`src/rtl/dbus_pkg.sv`:
```
// dbus_pkg: shared types and constants for the data-bus controller.
// Holds the arbitration FSM state enum, the MMIO register byte offsets,
// the default MMIO window base and a helper that maps a byte offset to its word slot.
package dbus_pkg;

  typedef enum logic [1:0] {
    IDLE = 2'd0,  // core owns the bus
    GNT  = 2'd1,  // loader access executes this cycle
    RESP = 2'd2   // loader result presented, core owns the bus
  } state_t;

  localparam logic [31:0] MMIO_BASE_DEF = 32'hFFFF_FF00;

  localparam logic [7:0] OFS_LED      = 8'h00;
  localparam logic [7:0] OFS_SW       = 8'h04;
  localparam logic [7:0] OFS_KEY      = 8'h08;
  localparam logic [7:0] OFS_KEY_EDGE = 8'h0C;
  localparam logic [7:0] OFS_CYCLE    = 8'h10;

  // Registers are word-wide; the two byte-lane bits play no part in decode.
  function automatic logic [5:0] ofs_word(input logic [7:0] ofs);
    return ofs[7:2];
  endfunction

endpackage

```
`src/rtl/dbus_mmio.sv`:
```
// dbus_mmio: board I/O register block behind the MMIO window.
// Latency: reads combinational, writes commit at the next rising edge; no backpressure.
// Ports: clk/reset; single access port (we, offset, wdata, rdata); sw/key pins; led register.
// Optional macro KEY_EDGE_EN adds the sticky, write-1-to-clear KEY_EDGE register at 0x0C.
module dbus_mmio
  import dbus_pkg::*;
(
  input  logic        clk,
  input  logic        reset,   // asynchronous, active-low
  input  logic        we,      // already qualified by the MMIO window match
  input  logic [7:0]  offset,
  input  logic [31:0] wdata,
  output logic [31:0] rdata,
  input  logic [9:0]  sw,
  input  logic [2:0]  key,
  output logic [9:0]  led
);

  localparam logic [5:0] W_LED      = ofs_word(OFS_LED);
  localparam logic [5:0] W_SW       = ofs_word(OFS_SW);
  localparam logic [5:0] W_KEY      = ofs_word(OFS_KEY);
  localparam logic [5:0] W_KEY_EDGE = ofs_word(OFS_KEY_EDGE);
  localparam logic [5:0] W_CYCLE    = ofs_word(OFS_CYCLE);

  logic [5:0]  word;
  logic [9:0]  sw_meta, sw_sync;
  logic [2:0]  key_meta, key_sync;
  logic [9:0]  led_q;
  logic [31:0] cycle_q;
  logic [2:0]  key_edge_rd;

  assign word = offset[7:2];
  assign led  = led_q;

  always_ff @(posedge clk or negedge reset) begin
    if (!reset) begin
      sw_meta  <= '0;
      sw_sync  <= '0;
      key_meta <= 3'b111;   // keys idle released (active-low pins)
      key_sync <= 3'b111;
      led_q    <= '0;
      cycle_q  <= '0;
    end else begin
      sw_meta  <= sw;
      sw_sync  <= sw_meta;
      key_meta <= key;
      key_sync <= key_meta;
      cycle_q  <= cycle_q + 32'd1;
      if (we && word == W_LED) led_q <= wdata[9:0];
    end
  end

`ifdef KEY_EDGE_EN
  logic [2:0] key_prev, key_edge_q, press, clr;

  // Press = released (1) on the previous synchronized sample, pressed (0) now.
  assign press = key_prev & ~key_sync;
  assign clr   = (we && word == W_KEY_EDGE) ? wdata[2:0] : 3'b000;

  always_ff @(posedge clk or negedge reset) begin
    if (!reset) begin
      key_prev   <= 3'b111;
      key_edge_q <= '0;
    end else begin
      key_prev   <= key_sync;
      // OR-ing press last lets a coincident edge beat the clear.
      key_edge_q <= (key_edge_q & ~clr) | press;
    end
  end

  assign key_edge_rd = key_edge_q;
`else
  assign key_edge_rd = 3'b000;
`endif

  always_comb begin
    rdata = '0;
    case (word)
      W_LED:      rdata = {22'b0, led_q};
      W_SW:       rdata = {22'b0, sw_sync};
      W_KEY:      rdata = {29'b0, ~key_sync};
      W_KEY_EDGE: rdata = {29'b0, key_edge_rd};
      W_CYCLE:    rdata = cycle_q;
      default:    rdata = '0;
    endcase
  end

  logic unused_bits;
  assign unused_bits = ^{wdata[31:10], offset[1:0]};

endmodule

```
`src/rtl/dbus_ctrl.sv`:
```
// dbus_ctrl: data-bus controller sharing data memory and MMIO between core and loader.
// Latency: core access zero-latency; loader ld_gnt at +1, ld_valid/ld_rdata at +2 after ld_req.
// Backpressure: cpu_stall for the single GNT cycle; core gets >=2 free cycles between grants.
// Ports: clk/reset (async active-low); cpu_* core port; ld_* loader port; mem_* memory port;
// sw/key pins, led register. Optional macro KEY_EDGE_EN enables the KEY_EDGE register.
module dbus_ctrl
  import dbus_pkg::*;
#(
  parameter int          DMEM_AW   = 6,
  parameter logic [31:0] MMIO_BASE = MMIO_BASE_DEF
) (
  input  logic        clk,
  input  logic        reset,
  input  logic        cpu_we,
  input  logic [31:0] cpu_addr,
  input  logic [31:0] cpu_wdata,
  output logic [31:0] cpu_rdata,
  output logic        cpu_stall,
  input  logic        ld_req,
  input  logic        ld_we,
  input  logic [31:0] ld_addr,
  input  logic [31:0] ld_wdata,
  output logic        ld_gnt,
  output logic [31:0] ld_rdata,
  output logic        ld_valid,
  output logic        mem_we,
  output logic [31:0] mem_addr,
  output logic [31:0] mem_wdata,
  input  logic [31:0] mem_rdata,
  input  logic [9:0]  sw,
  input  logic [2:0]  key,
  output logic [9:0]  led
);

  state_t      state, state_nxt;
  logic        bus_ld, bus_we, is_mmio;
  logic [31:0] bus_addr, bus_wdata, bus_rdata, mmio_rdata;

  always_ff @(posedge clk or negedge reset) begin
    if (!reset) state <= IDLE;
    else        state <= state_nxt;
  end

  always_comb begin
    state_nxt = state;
    ld_gnt    = 1'b0;
    ld_valid  = 1'b0;
    cpu_stall = 1'b0;
    case (state)
      IDLE: if (ld_req) state_nxt = GNT;
      GNT: begin
        state_nxt = RESP;
        ld_gnt    = 1'b1;
        cpu_stall = 1'b1;
      end
      RESP: begin
        state_nxt = IDLE;
        ld_valid  = 1'b1;
      end
      default: state_nxt = IDLE;
    endcase
  end

  // Only the GNT cycle hands the bus to the loader; the core's store is
  // dropped by the mux itself, so no separate blocking term is needed.
  assign bus_ld    = (state == GNT);
  assign bus_we    = bus_ld ? ld_we    : cpu_we;
  assign bus_addr  = bus_ld ? ld_addr  : cpu_addr;
  assign bus_wdata = bus_ld ? ld_wdata : cpu_wdata;

  assign is_mmio   = (bus_addr[31:8] == MMIO_BASE[31:8]);

  // Memory indexes with addr[DMEM_AW+1:2]; the full byte address is passed through.
  assign mem_we    = bus_we & ~is_mmio;
  assign mem_addr  = bus_addr;
  assign mem_wdata = bus_wdata;

  assign bus_rdata = is_mmio ? mmio_rdata : mem_rdata;
  assign cpu_rdata = bus_rdata;

  always_ff @(posedge clk or negedge reset) begin
    if (!reset)      ld_rdata <= '0;
    else if (bus_ld) ld_rdata <= bus_rdata;
  end

  dbus_mmio u_mmio (
    .clk    (clk),
    .reset  (reset),
    .we     (bus_we & is_mmio),
    .offset (bus_addr[7:0]),
    .wdata  (bus_wdata),
    .rdata  (mmio_rdata),
    .sw     (sw),
    .key    (key),
    .led    (led)
  );

  logic unused_cfg;
  assign unused_cfg = (DMEM_AW > 0);

endmodule

```
`config.mk`:
```
export PLATFORM = sky130hd
export DESIGN_NAME = dbus_ctrl
export DESIGN_NICKNAME = d
export VERILOG_FILES = /design/src/rtl/dbus_pkg.sv /design/src/rtl/dbus_mmio.sv /design/src/rtl/dbus_ctrl.sv
export SDC_FILE = /design/constraint.sdc
export NUM_CORES = 1
export LEC_CHECK = 0
export CAP_MARGIN = 20
export CORE_MARGIN = 3
export CORE_UTILIZATION = 38
export CTS_CLUSTER_SIZE = 40
export DETAILED_ROUTE_END_ITERATION = 16
export GPL_ROUTABILITY_DRIVEN = 0
export HOLD_SLACK_MARGIN = 0.03
export PLACE_DENSITY = 0.81
export SLEW_MARGIN = 20
export SYNTH_ARGS = -nofsm -noshare
export SYNTH_HDL_FRONTEND = slang
export SYNTH_SLANG_ARGS = --single-unit
```
`constraint.sdc`:
```
create_clock -name clk -period 3.75 [get_ports clk]
set_input_delay 0.9375 -clock clk [delete_from_list [all_inputs] [get_ports clk]]
set_output_delay 0.9375 -clock clk [all_outputs]
set_load 0.01 [all_outputs]
```
# Word-level counts from Yosys, hierarchy flattened
# Cells that the tools add are included.
[totals]
reg_bits = 102
input_bits = 178
output_inout_bits = 142
word_cells = 32
[op_classes]
n_addsub = 1
n_eq_ne = 7
mux = 9
bitwise_logic = 4
n_reduce_logical = 3
[op_table]
columns = ["cell", "count"]
rows = [
  ["$pmux W32 S4", 1],
  ["$mux W32", 3],
  ["$add A32 B1 Y32 const B", 1],
  ["$eq A24 B24 Y1 const B", 1],
  ["$eq A6 B1 Y1 const B", 1],
  ["$eq A6 B2 Y1 const B", 1],
  ["$eq A6 B3 Y1 const B", 1],
  ["$logic_not A6 Y1", 1],
  ["$pmux W2 S2", 1],
  ["$mux W1", 3],
  ["$not A3 Y3", 1],
  ["$and A1 B1 Y1", 2],
  ["$eq A2 B1 Y1 const B", 1],
  ["$eq A2 B2 Y1 const B", 1],
  ["$logic_not A2 Y1", 1],
  ["$mux W2", 1],
  ["$ne A2 B2 Y1 const B", 1],
  ["$logic_and A1 B1 Y1", 1],
  ["$not A1 Y1", 1],
]

# Depth between registers and ports, before layout
# Gate-level depths: netlist of the first run.
[logic_depth]
word_depth = 5
mapped_depth = 9

# Cells and area by module
# A second synthesis of the first run with hierarchy kept.
[hier_totals]
hier_cells = 570
hier_area_um2 = 5870.6
[by_module_without_submodules]
columns = ["mod", "n_inst", "cells_per_inst", "area_each_um2", "seq_area_each_um2"]
rows = [
  ["dbus_mmio", 1, 252, 2967.8, 1709.1],
  ["dbus_ctrl", 1, 318, 2902.8, 850.8],
]

# Worst setup path after synthesis of the first run
# OpenSTA, ideal clock, no wires.
[synth_timing]
kind = "input-to-output"
start = "input port ld_addr[2]"
end = "output port cpu_rdata[12]"
arrival_time_ns = 2.513
t_required_ns = 2.812
setup_slack_ns = 0.299
path_stages = 7
n_path_buf = 2
path_cell_list = "or4b_1 o31a_1 nor4_4 buf_4 buf_4 nand3_1 nand2_1"
[synth_between]
elab_chain_cells = 4
word_cells_on_any_way = 7
classes_between = "3 x eq/ne; 3 x mux; 1 x reduce/logical"
[synth_rtl]
columns = ["item", "line", "source"]
rows = [
  ["start: declaration", "dbus_ctrl.sv:21", "input logic [31:0] ld_addr,"],
  ["$mux W32 *", "dbus_ctrl.sv:68", "assign bus_addr = bus_ld ? ld_addr : cpu_addr;"],
  ["$eq A6 B3 Y1, or another cell as far along", "dbus_mmio.sv:78", "case (word)"],
  ["$pmux W32 S4 *", "dbus_mmio.sv:78", ""],
  ["$mux W32 *", "dbus_ctrl.sv:78", "assign bus_rdata = is_mmio ? mmio_rdata : mem_rdata;"],
  ["end: declaration", "dbus_ctrl.sv:17", "output logic [31:0] cpu_rdata,"],
]
# Mark *: on every way between the ends. The rest lies on a longest branch, timed or not.

# Worst setup path in the final report of the first run
[layout_timing]
start = "input port ld_addr[2]"
end = "output port cpu_rdata[5]"
# Same word-level chain as after synthesis.

==> impl_results.md, run 1 <==
- Status: complete, no violations
- Fin crit share: approximately 100%
- Initial antenna violation count: 0
- Area share of and/or/nand/nor cells after synthesis: 28.87%
- Number of global-route vias before repair: 6014
- Die height: 124.7 microns
- Final hold violation count: 0
- Clock share of power: 29.9%
- Worst EP required: 2.81 ns
- TritonCTS buffer count: 9
- Sw power: 1057 uW
- Metal3 WL: 1289 microns
- Relative slew slack: between 50% and 60%
- Largest net degree at the start of global routing: 60
- # IOs: 320
- WS Path Type: in -> out
- Die Width: approximately 120 microns
- Grt ovf: 0
- Post-Synth Adder-Cell Area: 0.2336%
- Die ar.: 15560 sq um
- Power Density: roughly 380 nW/um^2
- Element type at the critical path start: input port
- Measured slew at the worst slew-check pin: 0.7302 ns
- CTS H-tree lvls: 3
- YS warnings: 0
- Most common flop cell mapped by yosys: dfrtp_1
- Crit path max fanout: 4
- Post-synth EDFFs: 0
- Clock latency at the later pin of the worst-skew pair: 0.35 ns
- Maximum vdd drop: 0.3164 mV
- #FFs+latches synth: 102
- CORE AREA: around 14000 sq um
- Met2 Routed Length: 11290 microns
- Pre-antenna DRT Iters: 5
- Slew Viols, Final: 0
- # rows: 42
- Layout Nets: roughly 1200
- Final TNS setup: 0 ns
- Fmax: 269.3 MHz
- Mux cell area share after synthesis: ~5.7%
- Gate Count Post-Synth: 612
- WL met1: 8588 microns
- Drt drc: 0
- Starting Density: about two fifths
- Post-DP HPWL: 16300 microns
- # fillers: between 1000 and 1500
- Antenna diodes: 0
- Synth-to-Final Area Change: 79.72%
- FF/Latch Area: about 2600 sq um
- Top Metal Used: met4
- Critical path origin: ld_addr[2]
- CTS Buffer Depth: 2
- Hold_buf cts: 0
- Internal power: 2605 uW
- Final Util: 71.28%
- Routed WL: 21720 microns
- Seq/Total Area, Yosys: 47.79%
- RR Startpoint: state[1]$_DFFE_PN0P_
- Area of the mapped netlist: 5356 sq um
- First-pass GRT wire length: 33730 microns
- Synth top area share: 44.85%
- MaxCap Viol Count: 0
- Clock skew: 0.008494 ns
- Vias per Instance: ~5
- Clk sinks: between 100 and 150
- R2R depth: 9
- Mapped Nets: approximately 790
- I/O Buffers: 319
- Area of the multi-input gates: 2733 sq um
- Most frequent cell after synthesis: nand2_1
- Syn Area/Cell: 8.752 sq um
- Cell taking the most area after synthesis: dfrtp_1
- Design area: 9627 sq um
- DR WL/cell: around 19 microns
- Share of layout cells above drive strength 1: 18.21%
- GRT Resource Usage Total: 27.07%
- Gate power share: 34.6%
- Root buf cell: clkbuf_16
- Top cells by count, synth: 239 x nand2_1, 96 x dfrtp_1, 36 x nand3_1
- Leakage Power: 0.004547 uW
- Placed cell areas: 9129 sq um
- Post-route ant nets: 0
- CTS tree: built
- Flop pwr share: 35.4%
- Final worst path period need: between 3 and 4 ns
- Top cells by area, synth: dfrtp_1 45%, nand2_1 17%, xnor2_1 3.6%
- Net Sw Frac: 28.86%
- Largest family of logic cells by synthesized area: simple AND/OR/NAND/NOR gates
- Via count: 5942
- FFs w/ async S/R, synth: 100.0%
- Critical path endpoint category: primary output
- Reg2reg setup slack: 1.00 ns
- Compound-gate portion of the synthesized area: 9.133%
- CP endpoint: cpu_rdata[5]
- DR iter-0 viols: 356
- Power after layout: 3662 uW
- CP arrival: 2.78 ns
- Hold WC Path Type: reg -> reg
- Clk pin slew, worst setup/hold paths: 0.07 ns
- Synth Area in XOR/XNOR: 4.905%
- Synth cell types: 44
- RSZ-0062 raised after global routing: true
- FF-to-FF End: u_mmio.led[5]$_DFFE_PN0P_
- Final setup violation count: 0
worst min path at each step:
stage / from / to / slack [ns] / depth (start not counted)
6_report: u_mmio.sw_meta[3]$_DFF_PN0_ / u_mmio.sw_sync[3]$_DFF_PN0_ / 0.35 / 0
5_1_grt: u_mmio.key_meta[2]$_DFF_PN1_ / u_mmio.key_sync[2]$_DFF_PN1_ / 0.36 / 0
4_1_cts: u_mmio.sw_meta[3]$_DFF_PN0_ / u_mmio.sw_sync[3]$_DFF_PN0_ / 0.35 / 0
3_5_place_dp: u_mmio.sw_meta[1]$_DFF_PN0_ / u_mmio.sw_sync[1]$_DFF_PN0_ / 0.33 / 0
3_3_place_gp: u_mmio.sw_meta[0]$_DFF_PN0_ / u_mmio.sw_sync[0]$_DFF_PN0_ / 0.33 / 0
2_1_floorplan: u_mmio.sw_meta[0]$_DFF_PN0_ / u_mmio.sw_sync[0]$_DFF_PN0_ / 0.33 / 0
power groups by stage:
stage          clock (uW)  combinational (uW)  sequential (uW)
6_report             1100                1270             1300
5_1_grt              1150                1360             1310
4_1_cts              1120                1270             1300
3_5_place_dp            0                1290             1320
3_3_place_gp            0                1280             1310
2_1_floorplan           0                 398             1360
routing by layer:
metal	up-vias	global-route usage (%)
li1	2835	-
met1	2855	32.89
met2	217	48.51
met3	35	4.889
met4	0	8.575
met5	-	0
kinds of logic (layout without fill, tap and decap cells):
| family | Yosys count | in the layout |
|---|---|---|
| xor+xnor | 30 | 30 |
| fa+ha+maj | 1 | 1 |
| flops | 102 | 102 |
| simple gates | 353 | 353 |
| buf+inv | 41 | 423 |
| mux | 24 | 24 |
| compound gates | 61 | 61 |
critical path, cell delays in order:
cell	delay (ns)
buf_6	0.10
or4b_4	0.51
o31a_1	0.20
a2111oi_4	0.38
buf_6	0.17
buf_12	0.11
buf_6	0.09
a22o_1	0.14
buf_2	0.14
cells in the final DEF (no fill, tap or decap), types with 7 or more instances in the layout:
master             n
a22o_1            11
a22oi_1            7
a31oi_1           22
and3_1             8
buf_2             15
buf_4             67
buf_6             10
clkbuf_16         10
clkbuf_2          11
clkdlybuf4s50_1  225
dfrtp_1           96
dlygate4sd2_1     53
inv_1              7
mux2_2            10
mux2_4            11
nand2_1          238
nand3_1           29
nand4_1           16
nor2_1            32
xnor2_1           22
xor2_1             8
layout make-up:
type	count	area share, %
clock inverter	6	1.196
multi-input combinational	469	28.39
inverter	8	0.3379
clock buffer	10	2.482
timing repair buffer	399	38.72
sequential	102	26.59
tap	176	2.287
registers in the layout, indices dropped and copies added (netlist names):
name and count:
ld_rdata 32, state 2, u_mmio.cycle_q 32, u_mmio.key_meta 3, u_mmio.key_sync 3, u_mmio.led 10
u_mmio.sw_meta 10, u_mmio.sw_sync 10
metrics by stage:
step | setup WS (ns) | std cells | hold slack [ns]
2_1_floorplan | 0.2991 | 612 | 0.3312
3_3_place_gp | -0.6823 | 1137 | 0.3318
3_5_place_dp | -0.7841 | 1137 | 0.3347
4_1_cts | 0.00001732 | 1167 | 0.3512
5_1_grt | -0.03516 | 1170 | 0.3623
6_report | 0.03713 | 1170 | 0.3498
what timing repair did:
action,4_1_cts,5_1_grt
endpoints found under the setup margin,35,33
pin swaps,33,10
resized for setup,171,46
gates cloned,1,1
setup buffers,13,3
Power figures use the tool's default switching activity.
==> inputs of run 2 (changes only) <==
--- a/config.mk
+++ b/config.mk
@@ -6,13 +6,13 @@
 export NUM_CORES = 1
 export LEC_CHECK = 0
 export CAP_MARGIN = 20
-export CORE_MARGIN = 3
-export CORE_UTILIZATION = 38
+export CORE_AREA = 3 3 122 124
 export CTS_CLUSTER_SIZE = 40
 export DETAILED_ROUTE_END_ITERATION = 16
+export DIE_AREA = 0 0 125 127
 export GPL_ROUTABILITY_DRIVEN = 0
 export HOLD_SLACK_MARGIN = 0.03
-export PLACE_DENSITY = 0.81
+export PLACE_DENSITY = 0.82
 export SLEW_MARGIN = 20
 export SYNTH_ARGS = -nofsm -noshare
 export SYNTH_HDL_FRONTEND = slang
==> constraint.sdc (replaced) <==
create_clock -name clk -period 4.8 [get_ports clk]
set_input_delay 1.2 -clock clk [delete_from_list [all_inputs] [get_ports clk]]
set_output_delay 1.2 -clock clk [all_outputs]
set_load 0.01 [all_outputs]
==> impl_results.md, run 2 (synthesis results as in run 1) <==
- Final hold violation count: 0 (unchanged)
- WHS: 0.3470 ns (-0.002841 ns)
- Initial antenna violation count: 0 (unchanged)
- Measured slew at the worst slew-check pin: 0.8985 ns (+0.1683 ns)
- DR WL/cell: 17.97 microns (-3.2%)
- Root buf cell: clkbuf_16
- Biggest regs: ld_rdata x32, u_mmio.cycle_q x32
- Number of global-route vias before repair: 5676 (-5.6%)
- Worst EP required: 3.60 ns (+0.79 ns)
- # rows: 43 (+2.4%)
- Synth-to-Final Area Change: 71.55%
- Gate power share: 34.5% (about the same)
- Starting Density: 38.59% (-1.1 points)
- Pre-antenna DRT Iters: 5 (unchanged)
- Critical path endpoint category: primary output
- Fin crit share: 98.53%
- Maximum vdd drop: 0.2314 mV (-27%)
- CP arrival: 3.53 ns (+0.75 ns)
- CP cell instances: clkdlybuf4s50_1 > or4bb_1 > o31ai_1 > o21ai_1 > a2111oi_4 > buf_6 > a22o_1 > dlygate4sd2_1
- TritonCTS buffer count: 9 (unchanged)
- Status: complete, no violations
- Crit path max fanout: 10 (+6)
- Post-route ant nets: 0 (unchanged)
- Antenna diodes: 0 (unchanged)
- Commonest non-fill, non-tap cell in the layout: clkdlybuf4s50_1
- Final non-filler cell total: 1122 (-4.1%)
- Relative slew slack: 39.98% (-11 points)
- Element type at the critical path start: input port
- First-pass GRT wire length: 31280 microns (-7.2%)
- Net Sw Frac: 28.35% (-0.51 points)
- Grt ovf: 0 (unchanged)
- Share of layout cells above drive strength 1: 8.599% (-9.6 points)
- Post-Place Cells: 1104 (-2.9%)
- CP max stage delay: 0.50 ns (about the same)
- Routed WL: 20160 microns (-7.2%)
- Via count: 5670 (-4.6%)
- Die ar.: 15880 sq um (+2.0%)
- Die height: 127 microns (+1.8%)
- Clock skew: 0.009208 ns (+0.0007136 ns)
- DR iter-0 viols: 397 (+12%)
- RSZ-0062 raised after global routing: false
- DP Worst Slack: -0.2516 ns (+0.5325 ns)
- WS Path Type: in -> out
- I/O Buffers: 319 (unchanged)
- Hold WC Path Type: reg -> reg
- Hold_buf cts: 0 (unchanged)
- CTS H-tree lvls: 3 (unchanged)
- Clock latency at the later pin of the worst-skew pair: 0.34 ns (about the same)
- Clk sinks: 102 (unchanged)
- # fillers: 1164 (+11%)
- Clk pin slew, worst setup/hold paths: 0.07 ns (about the same)
- Largest net degree at the start of global routing: 80 (+33%)
- Drt drc: 0 (unchanged)
- # IOs: 320 (unchanged)
- Commonest non-fill, non-tap cells in the layout: 286 x clkdlybuf4s50_1, 239 x nand2_1, 96 x dfrtp_1, 36 x nand3_1, 32 x nor2_1
- Design area: 9189 sq um (-4.5%)
- Post-route worst setup slack: 0.07043 ns (+0.03330 ns)
- Post-DP HPWL: 15710 microns (-3.6%)
- Die Width: 125 microns (+0.22%)
- Sw power: 795.2 uW (-25%)
- Slew Viols, Final: 0 (unchanged)
- Leakage Power: 0.004171 uW (-8.3%)
- Vias per Instance: 5.053 (-0.50%)
- Placed cell areas: 8869 sq um (-2.9%)
- Power Density: 305.2 nW/um^2 (-20%)
- Fmax: between 200 and 250 MHz
- Critical path's slowest cell: clkdlybuf4s50_1
- CORE AREA: 13880 sq um (+2.8%)
- Final worst path period need: 4.730 ns
- Flop pwr share: 36.2% (+0.8 points)
- CTS Buffer Depth: 2 (unchanged)
- CTS tree: built
- Final setup violation count: 0 (unchanged)
- Layout Nets: 1116 (-4.5%)
- Clock share of power: 29.3% (-0.6 points)
- MaxCap Viol Count: 0 (unchanged)
- Internal power: 2010 uW (-23%)
- GRT Resource Usage Total: 24.73% (-2.3 points)
-- run 2: changes by cell type in the layout (fill, tap and decap cells not counted), moves of 9 or more --
cell / delta
dlygate4sd2_1: -23
clkdlybuf4s50_1: +61
buf_2: -15
buf_6: -9
buf_4: -43
clkbuf_2: -10
-- run 2: final timing paths --
check / from / endpoint / slack (ns) / depth (start not counted)
worst max-delay path: ld_addr[3] / cpu_rdata[1] / 0.07 / 8
worst min-delay path: u_mmio.sw_meta[1]$_DFF_PN0_ / u_mmio.sw_sync[1]$_DFF_PN0_ / 0.35 / 0
worst max register to register: state[1]$_DFFE_PN0P_ / u_mmio.led[4]$_DFFE_PN0P_ / 1.75 / 6
worst min register to register: u_mmio.sw_meta[1]$_DFF_PN0_ / u_mmio.sw_sync[1]$_DFF_PN0_ / 0.35 / 0
max in group asynchronous: reset / ld_rdata[29]$_DFFE_PN0P_ / 3.15 / 2
min in group asynchronous: reset / ld_rdata[5]$_DFFE_PN0P_ / 0.73 / 1
-- run 2: critical path, delay by kind of cell --
family                 cells  cell delay [ns]
AND/OR/NAND/NOR            1             0.49
buffers and inverters      3             1.00
AO/OA/AOI/OAI              4             0.83
-- run 2: timing repair --
action,CTS,global route
resized for setup,33,3
pin swaps,1,0
endpoints found under the setup margin,32,2
buffers inserted,2,0
-- run 2: power by group through the flow --
stage	sequential, uW	combinational [uW]	clock (uW)
after floorplan	1070	311	0
after global placement	1020	976	0
after detailed placement	1030	980	0
after CTS	1010	976	842
after global routing	1030	1040	877
final	1010	968	823
-- run 2: per-layer routing --
metal	routed length (microns)	up-vias	global-route usage, %
li1	-	2735	-
met1	8188	2692	31.51
met2	10230	212	43.06
met3	1186	31	4.139
met4	552	0	8.163
met5	0	-	0
-- run 2: area by class of cell --
| type | count | area, sq um | area share, % |
|---|---|---|---|
| inverter | 8 | 32.53 | 0.3540 |
| clock buffer | 10 | 229.0 | 2.492 |
| timing repair buffer | 347 | 3415 | 37.16 |
| tap | 180 | 225.2 | 2.451 |
| multi-input combinational | 469 | 2619 | 28.50 |
| clock inverter | 6 | 108.9 | 1.185 |
| sequential | 102 | 2560 | 27.86 |
-- run 2: metrics by stage --
step | power (uW) | util, % | setup TNS (ns)
after floorplan | 1377 | - | 0
after global placement | 2000 | 63.89 | -3.586
after detailed placement | 2011 | 63.89 | -5.838
after CTS | 2833 | 66.21 | 0
after global routing | 2939 | 66.20 | 0
final | 2805 | 66.20 | 0
==> patch 1: new RTL, flow settings as in run 1 <==
The option `KEY_EDGE_EN` is turned on by a define.
--- a/src/rtl/dbus_mmio.sv
+++ b/src/rtl/dbus_mmio.sv
@@ -3,4 +3,6 @@
 // Ports: clk/reset; single access port (we, offset, wdata, rdata); sw/key pins; led register.
 // Optional macro KEY_EDGE_EN adds the sticky, write-1-to-clear KEY_EDGE register at 0x0C.
+`define KEY_EDGE_EN
+
 module dbus_mmio
   import dbus_pkg::*;
Formal check against the unedited RTL: not equivalent (a bounded check fails within 4 cycles, from zero or initial values and one cycle with reset low).
==> patch 1 against run 1 <==
  * Area after synthesis rose by 6.9%
  * Routed wire length fell by 0.49%
  * Total power rose by 0.76%
  * Final area rose by 5.1%
  * Critical path depth rose by 1
  * Via count rose by 2.4%
  * Utilization fell by 2.2 points
  * Setup slack got worse by 15 ps
  * Fmax fell by 0.39%
  * Sequential cell count rose by 6
  * Final cell count rose by 4.0%
  * Synthesized cell count rose by 4.7%
  * Die area rose by 6.6%
  * Critical endpoint is now cpu_rdata[7]
==> patch 1: results (changes against run 1) <==
* completed — status, unchanged
* 4.87 nW — Leak Pwr, was 4.55 nW
* sky130_fd_sc_hd__dfrtp_1 43%, sky130_fd_sc_hd__nand2_1 17%, sky130_fd_sc_hd__mux2_2 4.3% — top post-synthesis cells by area, was sky130_fd_sc_hd__dfrtp_1 45%, sky130_fd_sc_hd__nand2_1 17%, sky130_fd_sc_hd__xnor2_1 3.6%
* 236 uV — Worst VDD drop, was 316 uV
* 6 — Pre-Repair DR Iteration Count, was 5
* simple AND/OR/NAND/NOR gates — crit-path leading delay family, was compound AO/OA/AOI/OAI gates
* 2 — largest fanout on the critical path, was 4
* 0.484 — Slew Limit Headroom, was 0.509
* 6.59 ps — Post-Route Skew, was 8.49 ps
* 820 — syn nets, was 791
* 0.474 — sequential area share after synthesis, was 0.478
* 0.251 — total routing usage reported by global routing, was 0.271
* 0.300 — sw frac, was 0.289
* 16300 um — HPWL reported at the end of detailed placement, about the same
* 70 ps — clock-pin slew on the worst setup and hold paths, about the same
* 0 — total number of yosys warnings, unchanged
* 520 ps — maximum cell stage delay along the critical path
* 2 — Max Root-Sink Buffers, unchanged
* 53 — count of different cell masters after synthesis, was 44
* 0 — initial antenna violation count, unchanged
* 1207 — fin nets, was 1168
* 0.206 — ratio of cells with drive above 1 in the final layout, was 0.182
* sky130_fd_sc_hd__or4b_4 — slowest stage cell on the critical path, unchanged
* 2790 ps — Data arrival, critical path, was 2780 ps
* 17.8 um — routed wire length per instance, was 18.6 um
* 6165 — number of global-route vias before repair, was 6014
* 252 x sky130_fd_sc_hd__nand2_1, 99 x sky130_fd_sc_hd__dfrtp_1, 34 x sky130_fd_sc_hd__nand3_1 — most instantiated cells after synthesis, was 239 x sky130_fd_sc_hd__nand2_1, 96 x sky130_fd_sc_hd__dfrtp_1, 36 x sky130_fd_sc_hd__nand3_1, 32 x sky130_fd_sc_hd__nor2_1, 24 x sky130_fd_sc_hd__clkbuf_1
* 361 — detailed router's first-iteration violation count, was 356
* 1130 — filler cell count in the final layout, was 1053
* 6087 — vias after detailed routing, was 5942
* -791 ps — pre-CTS WS, was -784 ps
* 32900 um — first-pass GRT wire length, was 33700 um
==> patch 1: logic make-up (layout without fill, tap and decap cells) <==
logic type | Yosys count | count (layout) | synth area share
AOI/OAI and AO/OA | 60 | 60 | 0.0784
xor gates and xnor gates | 30 | 30 | 0.0459
adders and majority gates | 1 | 1 | 0.00218
buffers and inverters | 45 | 437 | 0.0365
DFF | 108 | 108 | 0.474
muxes | 41 | 41 | 0.0887
and+or+nand+nor | 356 | 356 | 0.274
==> patch 1: worst paths after layout <==
check | slack [ps] | cells after the start | to | start
worst min-delay path | 350 | 0 | u_mmio.sw_sync[5] | u_mmio.sw_meta[5]
worst max register to register | 120 | 23 | ld_rdata[11] | state[1]
max in group asynchronous | 2290 | 2 | u_mmio.key_sync[0] | reset
min in group asynchronous | 670 | 1 | ld_rdata[19] | reset
worst max-delay path | 20 | 10 | cpu_rdata[7] | ld_addr[6]
worst min register to register | 350 | 0 | u_mmio.sw_sync[5] | u_mmio.sw_meta[5]
==> patch 1: layout make-up <==
class | instances | area [sq um] | share of cell area
repair buffers | 411 | 3860 | 0.382
multi-input cells | 488 | 2940 | 0.291
flip-flops and latches | 108 | 2720 | 0.268
well taps | 184 | 230 | 0.0228
clock buffers | 9 | 225 | 0.0223
clock inverters | 7 | 87.6 | 0.00866
inverters | 10 | 50.0 | 0.00495
==> patch 1: what timing repair did <==
item                                    4_1_cts  5_1_grt
setup buffers                                45        4
pin swaps                                    31       22
endpoints found under the setup margin       33       36
gates resized for setup                     192       50
endpoints found under the hold margin         0        0
cloned                                        2        0
==> patch 1: power groups by stage <==
stage | sequential (mW) | clock [mW] | combinational [mW]
finish | 1.37 | 0.994 | 1.32
global route | 1.39 | 1.06 | 1.42
CTS | 1.37 | 1.02 | 1.32
detailed placement | 1.39 | 0 | 1.31
global placement | 1.38 | 0 | 1.30
floorplan | 1.44 | 0 | 0.423
==> patch 1: stage by stage <==
stage / hold slack [ps] / total power, mW / cells / instance area, sq um
floorplan: 331 / 1.86 / 641 / 5730
global placement: 331 / 2.68 / 1152 / 9360
detailed placement: 335 / 2.70 / 1152 / 9360
CTS: 353 / 3.71 / 1215 / 9970
global route: 362 / 3.86 / 1217 / 10100
finish: 351 / 3.69 / 1217 / 10100
==> patch 1: layer usage <==
| layer | up-vias | track usage | share of wire | routed length (um) |
|---|---|---|---|---|
| li1 | 2951 | - | - | - |
| met1 | 2844 | 0.319 | 0.41 | 8880 |
| met2 | 246 | 0.425 | 0.49 | 10600 |
| met3 | 46 | 0.0473 | 0.071 | 1530 |
| met4 | 0 | 0.0933 | 0.030 | 641 |
| met5 | - | 0 | 0 | 0 |
==> patch 2: new RTL, flow settings as in run 1 <==
Without the edit above. Add an input register stage for `sw` and `key`, with the module's reset; this delays them by one clock. The other inputs are not delayed to match.
--- a/src/rtl/dbus_ctrl.sv
+++ b/src/rtl/dbus_ctrl.sv
@@ -32,4 +32,17 @@
   output logic [9:0]  led
 );
+
+  logic [9:0] sw_q;
+  logic [2:0] key_q;
+
+  always_ff @(posedge clk or negedge reset) begin
+    if (!reset) begin
+      sw_q  <= '0;
+      key_q <= '0;
+    end else begin
+      sw_q  <= sw;
+      key_q <= key;
+    end
+  end
 
   state_t      state, state_nxt;
@@ -91,6 +104,6 @@
     .wdata  (bus_wdata),
     .rdata  (mmio_rdata),
-    .sw     (sw),
-    .key    (key),
+    .sw     (sw_q),
+    .key    (key_q),
     .led    (led)
   );
Check against the original RTL: not equivalent (a bounded check fails within 4 cycles, from zero or initial values and one cycle with reset low).
==> patch 2 against run 1 <==
  * The flow now finishes with violations (negative setup slack)
  * Total power grew 18%
  * Setup slack lost 61 ps
  * Area after synthesis rose by 6.1%
  * Critical path depth is 1 lower
  * Synthesized cell count is 2.1% higher
  * Final cell count grew 2.3%
  * Clock skew rose by 3.8 ps
  * Routed wire length grew 4.2%
  * Sequential cell count rose by 13
  * Final area up 6.0%
==> patch 2: results (changes against run 1) <==
* 0.00220 — adder-cell share of the synthesized area, was 0.00234
* 0.466 — grt met2 use, was 0.485
* 10 — R2R cell count, was 9
* 56 — largest net degree at the start of global routing, was 60
* 6087 — number of global-route vias before repair, was 6014
* 0.0861 — Compound-Gate Fraction of Synth Area, was 0.0913
* sky130_fd_sc_hd__dfrtp_1 48%, sky130_fd_sc_hd__nand2_1 16%, sky130_fd_sc_hd__xnor2_1 3.4% — top post-synthesis cells by area, was sky130_fd_sc_hd__dfrtp_1 45%, sky130_fd_sc_hd__nand2_1 17%, sky130_fd_sc_hd__xnor2_1 3.6%
* 625 — Mapped Cells, was 612
* 1197 — number of standard cells in the final layout excluding fillers, was 1170
* 0.0535 — mux share of post-synthesis cell area, was 0.0568
* 1 — Setup-failing EPs final, was 0
* 16700 um — HPWL reported at the end of detailed placement, was 16300 um
* 0.0550 — GR met3 Demand/Resource, was 0.0489
* -23.6 ps — final setup slack of the worst path, was 37.1 ps
* 410 ps — insertion delay of the later-clocked pin in the worst-skew pair, was 350 ps
* 0.550 — Slew Limit Headroom, was 0.509
* 0.0462 — XOR/XNOR share of the synthesized area, was 0.0491
* 326 uV — Worst VDD drop, was 316 uV
* 0.0102 sq mm — final non-filler cell area, was 0.00963 sq mm
* 17 — total clock buffers created by CTS, was 9
* 0.323 — met1 Resource Use GR, was 0.329
* 0.00942 sq mm — placed instance area, was 0.00913 sq mm
* 4.76 nW — Leak Pwr, was 4.55 nW
* negative setup slack — failing checks
* 4 — H-tree depth reported by CTS, was 3
* 277 — detailed router's first-iteration violation count, was 356
* 5.08 — post-detailed-route via-to-cell ratio, about the same
* 12.3 ps — Post-Route Skew, was 8.49 ps
* -23.6 ps — sum of negative setup slack, was 0 ps
* 1116 — filler cell count in the final layout, was 1053
* 0.267 — total routing usage reported by global routing, was 0.271
* complete, but fails checks — status, was completed
* 2840 ps — Data arrival, critical path, was 2780 ps
* -742 ps — pre-CTS WS, was -784 ps
* 239 x sky130_fd_sc_hd__nand2_1, 109 x sky130_fd_sc_hd__dfrtp_1, 36 x sky130_fd_sc_hd__nand3_1, 32 x sky130_fd_sc_hd__nor2_1, 24 x sky130_fd_sc_hd__clkbuf_1 — most instantiated cells after synthesis, was 239 x sky130_fd_sc_hd__nand2_1, 96 x sky130_fd_sc_hd__dfrtp_1, 36 x sky130_fd_sc_hd__nand3_1, 32 x sky130_fd_sc_hd__nor2_1, 24 x sky130_fd_sc_hd__clkbuf_1
* 1146 — placed cell count, was 1137
* 33800 um — first-pass GRT wire length, was 33700 um
## patch 2: changes by cell type after synthesis
cell / run 1 / this run
sky130_fd_sc_hd__dfrtp_1: 96 / 109
## patch 2: routing by layer
layer,vias up,routed length [um]
li1,2881,-
met1,2922,8750
met2,245,11700
met3,36,1470
met4,0,697
met5,-,0
## patch 2: worst paths after layout
path                                    from                  to  slack [ps]
setup / recovery                  ld_addr[3]        cpu_rdata[3]         -20
hold / removal             u_mmio.sw_meta[5]   u_mmio.sw_sync[5]         350
setup reg to reg                    state[1]       u_mmio.led[9]        1020
hold reg to reg            u_mmio.sw_meta[5]   u_mmio.sw_sync[5]         350
max in group asynchronous              reset  u_mmio.key_meta[0]        2480
min in group asynchronous              reset         ld_rdata[5]         490
## patch 2: area by class of cell
cell class                      count  share of cell area
Timing Repair Buffer              389               0.362
Inverter                            8             0.00343
Sequential cell                   115               0.283
Tap cell                          184              0.0226
Clock buffer                       17              0.0417
Multi-Input combinational cell    469               0.271
Clock inverter                     15              0.0157
## patch 2: logic make-up (layout without fill, tap and decap cells)
family | count (synthesis) | count (layout)
DFF | 115 | 115
buffers and inverters | 41 | 429
xor gates and xnor gates | 30 | 30
and+or+nand+nor | 353 | 353
AOI/OAI and AO/OA | 61 | 61
muxes | 24 | 24
adders and majority gates | 1 | 1
## patch 2: report_power, final
group          switching, mW  total (mW)  internal [mW]
clock                  0.645        1.59          0.944
combinational          0.580        1.28          0.703
sequential            0.0763        1.45           1.38
## patch 2: timing repair
action	4_1_cts	5_1_grt
setup endpoints to repair	34	23
hold endpoints to repair	0	0
pin swaps	35	6
buffers inserted	17	1
cloned	2	0
resized for setup	216	13
